File: src/rtl/uart_hex_loader.sv
// Boot-time loader front end: 8N1 UART RX with input FIFO, UART TX, ASCII-hex
// program loader writing sequential RAM bytes, and a 2-digit 7-segment driver.
module uart_hex_loader #(
    parameter int CLK_FREQ    = 12_000_000,
    parameter int BAUD        = 9_600,
    parameter int FIFO_DEPTH  = 16,
    parameter int ADDR_W      = 16,
    parameter int REFRESH_CYC = 12_000
) (
    input  logic              clk,
    input  logic              rst,
    input  logic              rx,
    output logic              tx,
    input  logic              putc_push,
    input  logic [7:0]        putc_char,
    output logic              putc_ready,
    output logic              inbuf_empty,
    output logic              inbuf_full,
    output logic [ADDR_W-1:0] ram_addr,
    output logic [7:0]        ram_wdata,
    output logic              ram_we,
    output logic              done,
    output logic [7:0]        byte_val,
    output logic              byte_valid,
    input  logic [7:0]        disp_val,
    output logic [7:0]        hex_pins
);
    localparam int BIT_CYC = CLK_FREQ / BAUD;
    localparam int CW      = $clog2(BIT_CYC + 1);
    localparam int PW      = $clog2(FIFO_DEPTH);
    localparam int RW      = $clog2(REFRESH_CYC + 1);
    localparam logic [CW-1:0] BIT_LAST  = CW'(BIT_CYC - 1);
    localparam logic [CW-1:0] HALF_LAST = CW'(BIT_CYC / 2 - 1);
    localparam logic [RW-1:0] REF_LAST  = RW'(REFRESH_CYC - 1);

    typedef enum logic [1:0] {RX_IDLE, RX_START, RX_DATA, RX_STOP} rx_state_e;
    typedef enum logic       {TX_IDLE, TX_BUSY} tx_state_e;
    typedef enum logic [1:0] {L_HI, L_LO, L_DONE} ld_state_e;

    // receiver
    logic            rx_s1_q, rx_s2_q, rx_s3_q;
    rx_state_e       rx_st_q, rx_st_d;
    logic [CW-1:0]   rx_cnt_q, rx_cnt_d;
    logic [2:0]      rx_bit_q, rx_bit_d;
    logic [7:0]      rx_sh_q, rx_sh_d;
    logic            rx_push_q, rx_push_d;
    // fifo
    logic [7:0]      mem_q [FIFO_DEPTH];
    logic [PW:0]     wr_q, rd_q;
    logic            do_push, do_pop;
    logic [7:0]      head;
    // transmitter
    tx_state_e       tx_st_q, tx_st_d;
    logic            tx_q, tx_d;
    logic [7:0]      tx_sh_q, tx_sh_d;
    logic [CW-1:0]   tx_cnt_q, tx_cnt_d;
    logic [3:0]      tx_bit_q, tx_bit_d;
    // loader
    ld_state_e       ld_q, ld_d;
    logic [3:0]      nib_q, nib_d;
    logic [ADDR_W-1:0] addr_q, addr_d;
    logic            we_q, we_d;
    logic [7:0]      wdata_q, wdata_d;
    logic [7:0]      bval_q, bval_d;
    logic            bvalid_q, bvalid_d;
    logic            ld_pop;
    logic [4:0]      hd;
    logic            is_ws;
    // display
    logic [RW-1:0]   ref_q;
    logic            dig_q;
    logic [7:0]      hex_q;
    logic [7:0]      shown;

    function automatic logic [4:0] hex_dec(input logic [7:0] c);
        if (c >= 8'h30 && c <= 8'h39)
            return {1'b1, c[3:0]};
        else if ((c >= 8'h41 && c <= 8'h46) || (c >= 8'h61 && c <= 8'h66))
            return {1'b1, c[3:0] + 4'd9};
        else
            return 5'b0;
    endfunction

    function automatic logic [6:0] seg7(input logic [3:0] n);
        case (n)
            4'h0: return 7'b1000000;
            4'h1: return 7'b1111001;
            4'h2: return 7'b0100100;
            4'h3: return 7'b0110000;
            4'h4: return 7'b0011001;
            4'h5: return 7'b0010010;
            4'h6: return 7'b0000010;
            4'h7: return 7'b1111000;
            4'h8: return 7'b0000000;
            4'h9: return 7'b0010000;
            4'hA: return 7'b0001000;
            4'hB: return 7'b0000011;
            4'hC: return 7'b1000110;
            4'hD: return 7'b0100001;
            4'hE: return 7'b0000110;
            default: return 7'b0001110;
        endcase
    endfunction

    // ---------------- RX ----------------
    always_ff @(posedge clk) begin
        if (!rst) begin
            rx_s1_q   <= 1'b1;
            rx_s2_q   <= 1'b1;
            rx_s3_q   <= 1'b1;
            rx_st_q   <= RX_IDLE;
            rx_cnt_q  <= '0;
            rx_bit_q  <= '0;
            rx_sh_q   <= '0;
            rx_push_q <= 1'b0;
        end else begin
            rx_s1_q   <= rx;
            rx_s2_q   <= rx_s1_q;
            rx_s3_q   <= rx_s2_q;
            rx_st_q   <= rx_st_d;
            rx_cnt_q  <= rx_cnt_d;
            rx_bit_q  <= rx_bit_d;
            rx_sh_q   <= rx_sh_d;
            rx_push_q <= rx_push_d;
        end
    end

    always_comb begin
        rx_st_d   = rx_st_q;
        rx_cnt_d  = rx_cnt_q + 1'b1;
        rx_bit_d  = rx_bit_q;
        rx_sh_d   = rx_sh_q;
        rx_push_d = 1'b0;
        case (rx_st_q)
            RX_IDLE: begin
                rx_cnt_d = '0;
                if (rx_s3_q && !rx_s2_q) rx_st_d = RX_START;
            end
            RX_START: if (rx_cnt_q == HALF_LAST) begin
                // a start bit that is high again mid-bit was only a glitch
                rx_cnt_d = '0;
                rx_bit_d = '0;
                rx_st_d  = rx_s2_q ? RX_IDLE : RX_DATA;
            end
            RX_DATA: if (rx_cnt_q == BIT_LAST) begin
                rx_cnt_d = '0;
                rx_sh_d  = {rx_s2_q, rx_sh_q[7:1]};
                rx_bit_d = rx_bit_q + 1'b1;
                if (rx_bit_q == 3'd7) rx_st_d = RX_STOP;
            end
            RX_STOP: if (rx_cnt_q == BIT_LAST) begin
                rx_cnt_d  = '0;
                rx_st_d   = RX_IDLE;
                rx_push_d = rx_s2_q;
            end
            default: rx_st_d = RX_IDLE;
        endcase
    end

    // ---------------- FIFO ----------------
    assign inbuf_empty = (wr_q == rd_q);
    assign inbuf_full  = (wr_q[PW] != rd_q[PW]) && (wr_q[PW-1:0] == rd_q[PW-1:0]);
    assign do_pop      = ld_pop && !inbuf_empty;
    assign do_push     = rx_push_q && (!inbuf_full || do_pop);
    assign head        = mem_q[rd_q[PW-1:0]];

    always_ff @(posedge clk) begin
        if (!rst) begin
            wr_q <= '0;
            rd_q <= '0;
        end else begin
            if (do_push) wr_q <= wr_q + 1'b1;
            if (do_pop)  rd_q <= rd_q + 1'b1;
        end
    end

    always_ff @(posedge clk) begin
        if (rst && do_push) mem_q[wr_q[PW-1:0]] <= rx_sh_q;
    end

    // ---------------- TX ----------------
    always_ff @(posedge clk) begin
        if (!rst) begin
            tx_st_q  <= TX_IDLE;
            tx_q     <= 1'b1;
            tx_sh_q  <= '0;
            tx_cnt_q <= '0;
            tx_bit_q <= '0;
        end else begin
            tx_st_q  <= tx_st_d;
            tx_q     <= tx_d;
            tx_sh_q  <= tx_sh_d;
            tx_cnt_q <= tx_cnt_d;
            tx_bit_q <= tx_bit_d;
        end
    end

    always_comb begin
        tx_st_d  = tx_st_q;
        tx_d     = tx_q;
        tx_sh_d  = tx_sh_q;
        tx_cnt_d = tx_cnt_q + 1'b1;
        tx_bit_d = tx_bit_q;
        case (tx_st_q)
            TX_IDLE: begin
                tx_cnt_d = '0;
                if (putc_push) begin
                    tx_st_d  = TX_BUSY;
                    tx_d     = 1'b0;
                    tx_sh_d  = putc_char;
                    tx_bit_d = '0;
                end
            end
            TX_BUSY: if (tx_cnt_q == BIT_LAST) begin
                // ones shift in behind the data, so bit 9 on the line is the stop bit
                tx_cnt_d = '0;
                if (tx_bit_q == 4'd9) begin
                    tx_st_d = TX_IDLE;
                    tx_d    = 1'b1;
                end else begin
                    tx_d     = tx_sh_q[0];
                    tx_sh_d  = {1'b1, tx_sh_q[7:1]};
                    tx_bit_d = tx_bit_q + 1'b1;
                end
            end
            default: tx_st_d = TX_IDLE;
        endcase
    end

    assign tx         = tx_q;
    assign putc_ready = (tx_st_q == TX_IDLE);

    // ---------------- loader ----------------
    assign hd    = hex_dec(head);
    assign is_ws = (head == 8'h20) || (head == 8'h09) || (head == 8'h0D) || (head == 8'h0A);

    always_ff @(posedge clk) begin
        if (!rst) begin
            ld_q     <= L_HI;
            nib_q    <= '0;
            addr_q   <= '0;
            we_q     <= 1'b0;
            wdata_q  <= '0;
            bval_q   <= '0;
            bvalid_q <= 1'b1;
        end else begin
            ld_q     <= ld_d;
            nib_q    <= nib_d;
            addr_q   <= addr_d;
            we_q     <= we_d;
            wdata_q  <= wdata_d;
            bval_q   <= bval_d;
            bvalid_q <= bvalid_d;
        end
    end

    always_comb begin
        ld_d     = ld_q;
        nib_d    = nib_q;
        we_d     = 1'b0;
        wdata_d  = wdata_q;
        bval_d   = bval_q;
        bvalid_d = bvalid_q;
        ld_pop   = 1'b0;
        // the address presented with a write advances once that write is done
        addr_d   = we_q ? addr_q + 1'b1 : addr_q;
        if (ld_q != L_DONE && !inbuf_empty) begin
            ld_pop = 1'b1;
            if (head == 8'h04) begin
                ld_d = L_DONE;
            end else if (hd[4]) begin
                if (ld_q == L_HI) begin
                    nib_d = hd[3:0];
                    ld_d  = L_LO;
                end else begin
                    we_d     = 1'b1;
                    wdata_d  = {nib_q, hd[3:0]};
                    bval_d   = {nib_q, hd[3:0]};
                    bvalid_d = 1'b1;
                    ld_d     = L_HI;
                end
            end else if (!(is_ws && ld_q == L_HI)) begin
                bval_d   = head;
                bvalid_d = 1'b0;
                ld_d     = L_HI;
            end
        end
    end

    assign ram_addr   = addr_q;
    assign ram_we     = we_q;
    assign ram_wdata  = wdata_q;
    assign done       = (ld_q == L_DONE);
    assign byte_val   = bval_q;
    assign byte_valid = bvalid_q;

    // ---------------- display ----------------
    assign shown = done ? disp_val : bval_q;

    always_ff @(posedge clk) begin
        if (!rst) begin
            ref_q <= '0;
            dig_q <= 1'b0;
            hex_q <= 8'h7F;
        end else begin
            if (ref_q == REF_LAST) begin
                ref_q <= '0;
                dig_q <= ~dig_q;
            end else begin
                ref_q <= ref_q + 1'b1;
            end
            hex_q <= {dig_q, seg7(dig_q ? shown[7:4] : shown[3:0])};
        end
    end

    assign hex_pins = hex_q;

endmodule

File: config.mk
export PLATFORM = sky130hd
export DESIGN_NAME = uart_hex_loader
export DESIGN_NICKNAME = d
export VERILOG_FILES = /design/src/rtl/uart_hex_loader.sv
export SDC_FILE = /design/constraint.sdc
export NUM_CORES = 1
export LEC_CHECK = 0
export ABC_AREA = 1
export CORE_ASPECT_RATIO = 0.9
export CORE_MARGIN = 5
export CORE_UTILIZATION = 35
export CTS_CLUSTER_DIAMETER = 40
export DETAILED_ROUTE_END_ITERATION = 16
export PLACE_DENSITY = 0.58
export SYNTH_ARGS = -nofsm -noshare
export SYNTH_HDL_FRONTEND = slang
export SYNTH_SLANG_ARGS = --single-unit
File: constraint.sdc
create_clock -name clk -period 2.7 [get_ports clk]
set_input_delay 0.405 -clock clk [delete_from_list [all_inputs] [get_ports clk]]
set_output_delay 0.405 -clock clk [all_outputs]
set_load 0.03 [all_outputs]
======== Word-level counts from Yosys, hierarchy flattened ========
Memories as Yosys holds them, arrays and structs flattened. A register that Yosys moved wholly into a read port is not among the register bits.
Cells that the tools add are included.
cells by class
  $add $sub $neg .......................... 9
  order comparisons ....................... 6
  equality and inequality tests ........... 30
  multiplexer cells ....................... 51
  bitwise logic cells ..................... 7
  reduce and logical (&&, ||, !) cells .... 35
operators with widths
  operator                 count
  $mux W8                  7
  $mux W11                 3
  $pmux W11 S3             1
  $eq A8 B4 Y1 const B     3
  $mux W4                  6
  $add A11 B1 Y11 const B  2
  $eq A11 B11 Y1 const B   2
  $pmux W11 S2             1
  $ne A2 B2 Y1 const B     10
  $mux W2                  9
  $add A16 B1 Y16 const B  1
  $ge A8 B7 Y1 const B     2
  $le A8 B7 Y1 const B     2
  $pmux W8 S2              1
  $add A14 B1 Y14 const B  1
  $eq A14 B14 Y1 const B   1
  $mux W1                  14
  $reduce_and A4 Y1        3
  $eq A11 B10 Y1 const B   1
  $add A5 B1 Y5 const B    2
  $logic_and A1 B1 Y1      10
  $mux W5                  2
  $reduce_and A3 Y1        3
  $eq A8 B3 Y1 const B     1
  other kinds (29)         50
storage, ports and cells
  register bits after elaboration ......... 126
  memory bits (writable) .................. 128
  bits in read-only memories .............. 112
  output and inout port bits .............. 47
  logic and storage cells ................. 165
  memories ................................ 2
memories
  memory           depth  bits a word  rd ports  clocked after Yosys merged registers in  write ports  RTL line  RTL
  mem_q            16     8            1         1                                        1            48        logic [7:0] mem_q [FIFO_DEPTH];
  (no name shown)  16     7            1         1                                        0            85        case (n)

======== Logic depth before layout (Yosys ltp) ========
Gate-level depths: netlist of run 1.
  depth in word-level cells ............... 10
  gate-level depth with buffers ........... 21
  mapped depth without buffers ............ 18

======== Least setup slack after synthesis of run 1 ========
OpenSTA, ideal clock, no wires.
  kind .................................... register to register
  from .................................... register with a tool-made name
  to ...................................... register bval_q[6], in the netlist byte_val[6]
  setup time .............................. 0.113 ns
  arrival time ............................ 2.253 ns
  setup slack ............................. 0.334 ns
  cell stages (with the launch flop) ...... 22
  path buffers ............................ 4
  cell sequence ........................... dfxtp_1 -> buf_6 -> buf_8 -> buf_6 -> nor2_1 -> nor2_1 -> o21ai_1 -> nand3_1 -> nand3_1 -> nand2_2 -> inv_1 -> ha_1 -> nor2_1 -> o21ai_2 -> nand2_4 -> nand2_4 -> nand2_4 -> nand3_4 -> buf_6 -> nand2_1 -> nand2_1 -> nor2_1
RTL lines
  item                    RTL line  RTL
  end signal: assignment  252       bval_q <= bval_d;
  end: declaration        64        logic [7:0] bval_q, bval_d;

==> summary.md, run 1 <==
| Metric | Value |
|---|---|
| Final GP Congestion | 0.865 |
| Final Hold Fails | 0 |
| Yosys top cell area share | 0.333 |
| Fill cells | 3168 |
| Post-synth top flop | dfxtp_1 |
| Initial antenna violation count | 0 |
| Placed Instances | 1788 |
| Comb power frac | 0.271 |
| Mean Syn Cell Area | 8.75 um2 |
| Power Total | 12.7 mW |
| Vias/cell | 4.84 |
| Synth Register Bits | 258 |
| DRC | 0 |
| Antenna diode count | 0 |
| Post-synth EDFFs | 128 |
| Sequential fraction of the synthesis area | 0.558 |
| Die ar. | 0.0367 mm2 |
| CP startpoint kind | flip-flop |
| Wire per inst | 14.6 um |
| Layout area overhead | 22.4% |
| DR iter-0 viols | 670 |
| Fraction of layout cells with a size suffix above 1 | 0.0972 |
| Sequential share of power | 0.342 |
| Post-synth top area cell | edfxtp_1 |
| Die Ht | 182 um |
| Min cycle time layout | 2.56 ns |
| Area occupied by multi-input gates | 0.00426 mm2 |
| CTS Buf Count | 39 |
| Status | complete, no violations |
| Clk_lat worst skew | 0.53 ns |
| WP data required | 3.12 ns |
| Internal Pwr Total | 8.53 mW |
| FF/Latch Area | 0.00645 mm2 |
| Clock Power Share | 0.387 |
| CTS root buf | clkbuf_16 |
| Pwr/cell area | 901 mW/mm2 |
| Initial Util | 0.352 |
| Slew headroom | 0.289 |
| Largest net degree at the start of global routing | 64 |
| Drt total wl | 27400 um |
| Post-route ant nets | 0 |
| Setup violations, final | 0 |
| Post-Syn Instances | 1320 |
| Element type at the critical path end | flip-flop |
| Worst hold slack | 0.419 ns |
| Core Rows | 63 |
| GRT Util Overall | 0.144 |
| Vias in the first global route | 8653 |
| Pre-CTS setup slack | 0.0851 ns |
| Max Cap Viol | 0 |
| Async SR Flop Fraction | 0 |
| Switching Share | 0.331 |
| P_sw | 4.21 mW |
| Leakage power | 5.62 nW |
| Worst vdd ir | 0.000600 V |
| Setup WS post-layout | 0.139 ns |
| First drt pass iteration count | 5 |
| Detailed placer's ending HPWL | 17800 um |
| YS warnings | 0 |
| TritonCTS clock tree | built |
| GRT Residual Overflow | 0 |
| Final std cells w/o fill | 1873 |
| Tightest Pin Transition | 1.06 ns |
| Clk_skew | 0.0267 ns |
| Ports | 67 |
| Crit path DAT | 2.98 ns |
| Syn Std Cell Area | 0.0116 mm2 |
| Wire length of the first global-routing pass | 43600 um |
| CTS clk-pin slew, worst paths | 0.05 ns |
| Hold WC Path Type | flip-flop to flip-flop |
| Maximum fanout along the worst path | 17 |
| CTS HTree Levels | 2 |
| Period utilization | 0.949 |
| Clk buf depth | 3 |
| Yosys cell types | 50 |
| Final Max Slew Viols | 0 |
| Crit Path Category | flip-flop to flip-flop |
| Num Clock Sinks | 258 |
| PortBufs | 66 |
| Chip Width | 202 um |
| Syn_nets | 1366 |
| Fin nets | 1466 |
| Top cells by area, synth | edfxtp_1 (33%), dfxtp_1 (23%), nand2_1 (9.1%), nor2_1 (5.8%), inv_1 (5.1%) |
| Core area | 0.0328 mm2 |
| Fmax | 390 MHz |
| Hold_buf cts | 0 |
| Vias | 9064 |
-- metal layers --
layer | share of wire | vias up | GRT usage
met4 | 0.021 | 0 | 0.0451
met1 | 0.48 | 4235 | 0.205
met2 | 0.44 | 231 | 0.221
met3 | 0.059 | 49 | 0.0293
met5 | 0 | - | 0
li1 | - | 4549 | -
-- cells in the final DEF (no fill, tap or decap), types with 4 or more instances in the layout --
master	instances
a21oi_1	47
a31oi_1	12
buf_4	27
clkbuf_1	5
clkbuf_16	42
clkdlybuf4s50_1	65
clkinv_2	5
clkinvlp_4	10
dfxtp_1	129
edfxtp_1	128
ha_1	25
inv_1	156
inv_2	4
inv_6	5
nand2_1	280
nand2_2	8
nand3_1	113
nand3_2	5
nand4_1	14
nor2_1	179
nor3_1	28
nor3b_1	5
o211ai_1	4
o21ai_0	62
o21ai_1	13
or2_2	4
xnor2_1	11
xor2_1	11
-- sequential cells by signal (all words and copies together) (netlist names), 4 cells and up, named ones only --
signal / count
rx_cnt_q: 11
rx_sh_q: 8
mem_q: 128
tx_bit_q: 4
ram_addr: 16
rd_q: 5
nib_q: 4
wr_q: 5
tx_cnt_q: 11
hex_pins: 8
byte_val: 8
ref_q: 14
tx_sh_q: 8
ram_wdata: 8
-- Yosys cell counts, types with 12 or more instances --
cell type,instances
a21oi_1,47
a31oi_1,12
clkbuf_1,12
dfxtp_1,130
edfxtp_1,128
ha_1,26
inv_1,156
nand2_1,281
nand3_1,113
nand4_1,14
nor2_1,179
nor3_1,28
o21ai_0,63
o21ai_1,12
-- what timing repair did --
| action | 4_1_cts | 5_1_grt |
|---|---|---|
| setup endpoints to repair | 0 | 23 |
| setup buffers | 0 | 8 |
| gates resized for setup | 0 | 15 |
-- through the flow --
step	utilization	instance area [um2]	setup TNS, ns
detailed placement	0.386	12700	0
CTS	0.425	13900	0
floorplan	-	11600	0
global route	0.431	14100	-0.370
finish	0.431	14100	0
global placement	0.386	12700	0
-- critical path: stages, from the launching register on --
cell	delay, ns
dfxtp_4	0.39
buf_12	0.16
nor2_1	0.13
nor2_1	0.05
o21ai_0	0.08
nand3_1	0.09
nand3_1	0.11
nand2_2	0.11
inv_1	0.13
ha_2	0.23
nand4_1	0.15
nand3_4	0.18
nand2_8	0.11
nand2_4	0.12
nand3_4	0.12
buf_4	0.16
nor2_1	0.07
nor2_1	0.05
-- layout make-up --
cell class / count / share of cell area
clock buffers: 46 / 0.0731
clock inverters: 26 / 0.0186
flip-flops and latches: 258 / 0.456
multi-input cells: 858 / 0.301
repair buffers: 98 / 0.0685
inverters: 164 / 0.0446
repair inverters: 1 / 0.000619
well taps: 422 / 0.0373
-- kinds of logic (layout without fill, tap and decap cells) --
family,count (synthesis),in the layout,synth area share
and+or+nand+nor,653,655,0.245
DFF,258,258,0.558
buffers and inverters,206,335,0.0772
AOI/OAI and AO/OA,155,155,0.0750
adders and majority gates,26,26,0.0282
xor gates and xnor gates,22,22,0.0167
-- final timing paths --
kind / start / endpoint / slack, ns / depth (start not counted)
min reg2reg: rx_s1_q$_SDFF_PN1_ / rx_s2_q$_SDFF_PN1_ / 0.42 / 1
min: rx_s1_q$_SDFF_PN1_ / rx_s2_q$_SDFF_PN1_ / 0.42 / 1
max reg2reg: flip-flop / byte_val[3]$_SDFFE_PN0P_ / 0.14 / 17
max: flip-flop / byte_val[3]$_SDFFE_PN0P_ / 0.14 / 17
-- power groups by stage --
stage,clock network [mW],registers (mW),logic (mW)
6_report,4.94,4.36,3.45
5_1_grt,5.26,4.37,3.83
3_3_place_gp,0,4.41,3.02
4_1_cts,5.05,4.33,3.07
2_1_floorplan,0,4.52,2.24
3_5_place_dp,0,4.41,3.05
Note: power is estimated with default switching activity, not from simulation.
==> run 2: changes to the inputs <==
--- a/config.mk
+++ b/config.mk
@@ -9,6 +9,7 @@
 export CORE_ASPECT_RATIO = 0.9
 export CORE_MARGIN = 5
 export CORE_UTILIZATION = 35
+export CTS_BUF_LIST = sky130_fd_sc_hd__clkbuf_4
 export CTS_CLUSTER_DIAMETER = 40
 export DETAILED_ROUTE_END_ITERATION = 16
 export PLACE_DENSITY = 0.58
==> run 2 against run 1 <==
Net effect: combinational power about the same; design area fell by 2.8%; clock power shrank 29%; register-to-register slack worse by 0.04 ns; core utilization decreased by 1.2 points; critical endpoint unchanged.
==> summary.md, run 2 (same netlist as run 1, synthesis figures left out) <==
| Metric | Value |
|---|---|
| Hold Crit Start | rx |
| Final Max Slew Viols | 0 (unchanged) |
| Vias/cell | 4.79 (-1.0%) |
| Core area | 0.0328 mm2 (unchanged) |
| Initial antenna violation count | 1 (+1) |
| Largest net degree at the start of global routing | 64 (unchanged) |
| Hold_buf cts | 0 (unchanged) |
| Hold worst-path end | rx_s1_q$_SDFF_PN1_ |
| Detailed placer's ending HPWL | 17800 um (unchanged) |
| Fill cells | 3248 (+2.5%) |
| Max reg flops | 128 (unchanged) |
| WP data required | 3.28 ns (+0.16 ns) |
| Most common library cell in the layout ignoring fill and taps | nand2_1 |
| Ports | 67 (unchanged) |
| Drt total wl | 27400 um (-0.28%) |
| Wire per inst | 14.2 um (-2.7%) |
| Switching Share | 0.351 (+0.0209) |
| CTS Buf Count | 68 (+74%) |
| Dpl cell area | 0.0127 mm2 (unchanged) |
| CTS root buf | clkbuf_4 |
| Setup WS post-layout | 0.0962 ns (-0.0428 ns) |
| CP startpoint kind | flip-flop |
| Clock Power Share | 0.309 (-0.078) |
| Element type at the critical path end | flip-flop |
| Fraction of layout cells with a size suffix above 1 | 0.118 (+0.0204) |
| Wire length of the first global-routing pass | 44000 um (+0.90%) |
| Die ar. | 0.0367 mm2 (unchanged) |
| Vias | 9194 (+1.4%) |
| First drt pass iteration count | 6 (+1) |
| P_sw | 3.98 mW (-5.6%) |
| Min cycle time layout | 2.60 ns (+0.0428 ns) |
| Num Clock Sinks | 258 (unchanged) |
| Worst vdd ir | 0.000288 V (-52%) |
| Post-route ant nets | 0 (unchanged) |
| Fin nets | 1495 (+2.0%) |
| Fmax | 384 MHz (-1.6%) |
| Initial Util | 0.352 (unchanged) |
| TritonCTS clock tree | built |
| Die Ht | 182 um (unchanged) |
| GRT Residual Overflow | 0 (unchanged) |
| Slew headroom | 0.275 (-0.0139) |
| FF-to-FF path depth | 16 (-1) |
| Sequential share of power | 0.384 (+0.042) |
| Pre-CTS setup slack | 0.0851 ns (unchanged) |
| Pwr/cell area | 823 mW/mm2 (-8.6%) |
| Maximum fanout along the worst path | 16 (-1) |
| Leakage power | 5.56 nW (-1.0%) |
| Final GP Congestion | 0.865 (unchanged) |
| Reg2reg end | byte_val[3]$_SDFFE_PN0P_ |
| CTS HTree Levels | 3 (+1) |
| Final Hold Fails | 0 (unchanged) |
| Layout area overhead | 18.9% |
| Hold WC Path Type | input port to flip-flop |
| R2R Setup Slk | 0.1 ns (-0.04 ns) |
| Period utilization | 0.964 (+0.0158) |
| GRT Util Overall | 0.145 (+0.00170) |
| PortBufs | 66 (unchanged) |
| Chip Width | 202 um (unchanged) |
| Clk_lat worst skew | 0.70 ns (+0.17 ns) |
| Clk buf depth | 3 (unchanged) |
| Tightest Pin Transition | 1.08 ns (+0.0207 ns) |
| Core Rows | 63 (unchanged) |
| WHS Path Cells | 2 (+1) |
| Status | complete, no violations |
| Most frequent cells in the layout | nand2_1 (280), nor2_1 (178), inv_1 (156) |
| Crit Path Category | flip-flop to flip-flop |
| Clk_skew | 0.0465 ns (+0.0198 ns) |
| Max Cap Viol | 0 (unchanged) |
| Internal Pwr Total | 7.34 mW (-14%) |
| DRC | 0 (unchanged) |
| DR iter-0 viols | 668 (-0.30%) |
| Crit path DAT | 3.19 ns (+0.21 ns) |
| Comb power frac | 0.307 (+0.036) |
| CTS clk-pin slew, worst paths | 0.07 ns (+0.02 ns) |
| Setup violations, final | 0 (unchanged) |
| Vias in the first global route | 8876 (+2.6%) |
| Final std cell area, no fill | 0.0137 mm2 (-2.8%) |
run 2: cell count changes in the layout (fill, tap and decap cells not counted), moves of 3 or more:
cell / change
clkinvlp_4: -8
clkinv_1: +17
clkbuf_16: -40
inv_6: -4
clkinv_2: -4
clkbuf_1: -5
clkdlybuf4s50_1: -3
clkbuf_4: +92
run 2: critical path, stage by stage (launching register included):
cell and delay [ns]:
dfxtp_4 0.44, clkinv_8 0.11, buf_4 0.20, o21ai_1 0.14
nand3_1 0.10, nand3_1 0.12, nand2_2 0.06, inv_1 0.09
ha_2 0.23, nand4_1 0.16, nand3_4 0.17, nand2_8 0.12
nand2_4 0.12, nand3_4 0.12, buf_4 0.16, nor2_1 0.09
nor2_1 0.06
run 2: power by group through the flow:
stage	clock network (mW)	logic (mW)	registers [mW]
global placement	0	3.02	4.41
finish	3.49	3.47	4.35
detailed placement	0	3.05	4.41
floorplan	0	2.24	4.52
CTS	3.61	3.06	4.33
global route	3.85	3.85	4.36
run 2: repair_timing:
action / 4_1_cts / 5_1_grt
buffers inserted: 0 / 8
resized for setup: 2 / 18
endpoints found under the setup margin: 2 / 24
pin swaps: 0 / 5
gates cloned: 0 / 5
run 2: worst max-delay path by stage:
stage | start | to | slack (ns) | cells after the start
global route | flip-flop | byte_val[3]$_SDFFE_PN0P_ | -0.05 | 18
detailed placement | flip-flop | ram_wdata[0]$_SDFFE_PN0P_ | 0.09 | 15
floorplan | flip-flop | byte_val[6]$_SDFFE_PN0P_ | 0.33 | 21
global placement | flip-flop | byte_val[2]$_SDFFE_PN0P_ | 0.19 | 17
finish | flip-flop | byte_val[3]$_SDFFE_PN0P_ | 0.1 | 16
CTS | ld_q[1]$_SDFFE_PN0P_ | done | 0.03 | 4
run 2: layer usage:
layer	track usage	vias to the layer above	part of all wire	wire (um)
li1	-	4654	-	-
met1	0.204	4218	0.47	12900
met2	0.219	259	0.44	12000
met3	0.0339	63	0.065	1780
met4	0.0558	0	0.025	671
met5	0.00265	-	0	0
run 2: stage by stage:
stage / std cells / power, mW / TNS (ns) / utilization / hold WS [ns]
finish: 1920 / 11.3 / 0 / 0.419 / 0.292
global route: 1920 / 12.1 / -0.122 / 0.419 / 0.244
CTS: 1906 / 11.0 / 0 / 0.413 / 0.234
detailed placement: 1788 / 7.46 / 0 / 0.386 / 0.406
global placement: 1788 / 7.43 / 0 / 0.386 / 0.403
floorplan: 1320 / 6.76 / 0 / - / 0.393
run 2: area by class of cell:
cell class / count / area (um2) / area share
multi-input combinational: 858 / 4280 / 0.311
clock buffer: 92 / 691 / 0.0503
timing repair buffer: 98 / 968 / 0.0705
inverter: 164 / 631 / 0.0459
sequential: 258 / 6450 / 0.469
clock inverter: 26 / 185 / 0.0135
tap: 422 / 528 / 0.0384
antenna: 1 / 2.50 / 0.000182
timing repair inverter: 1 / 8.76 / 0.000637
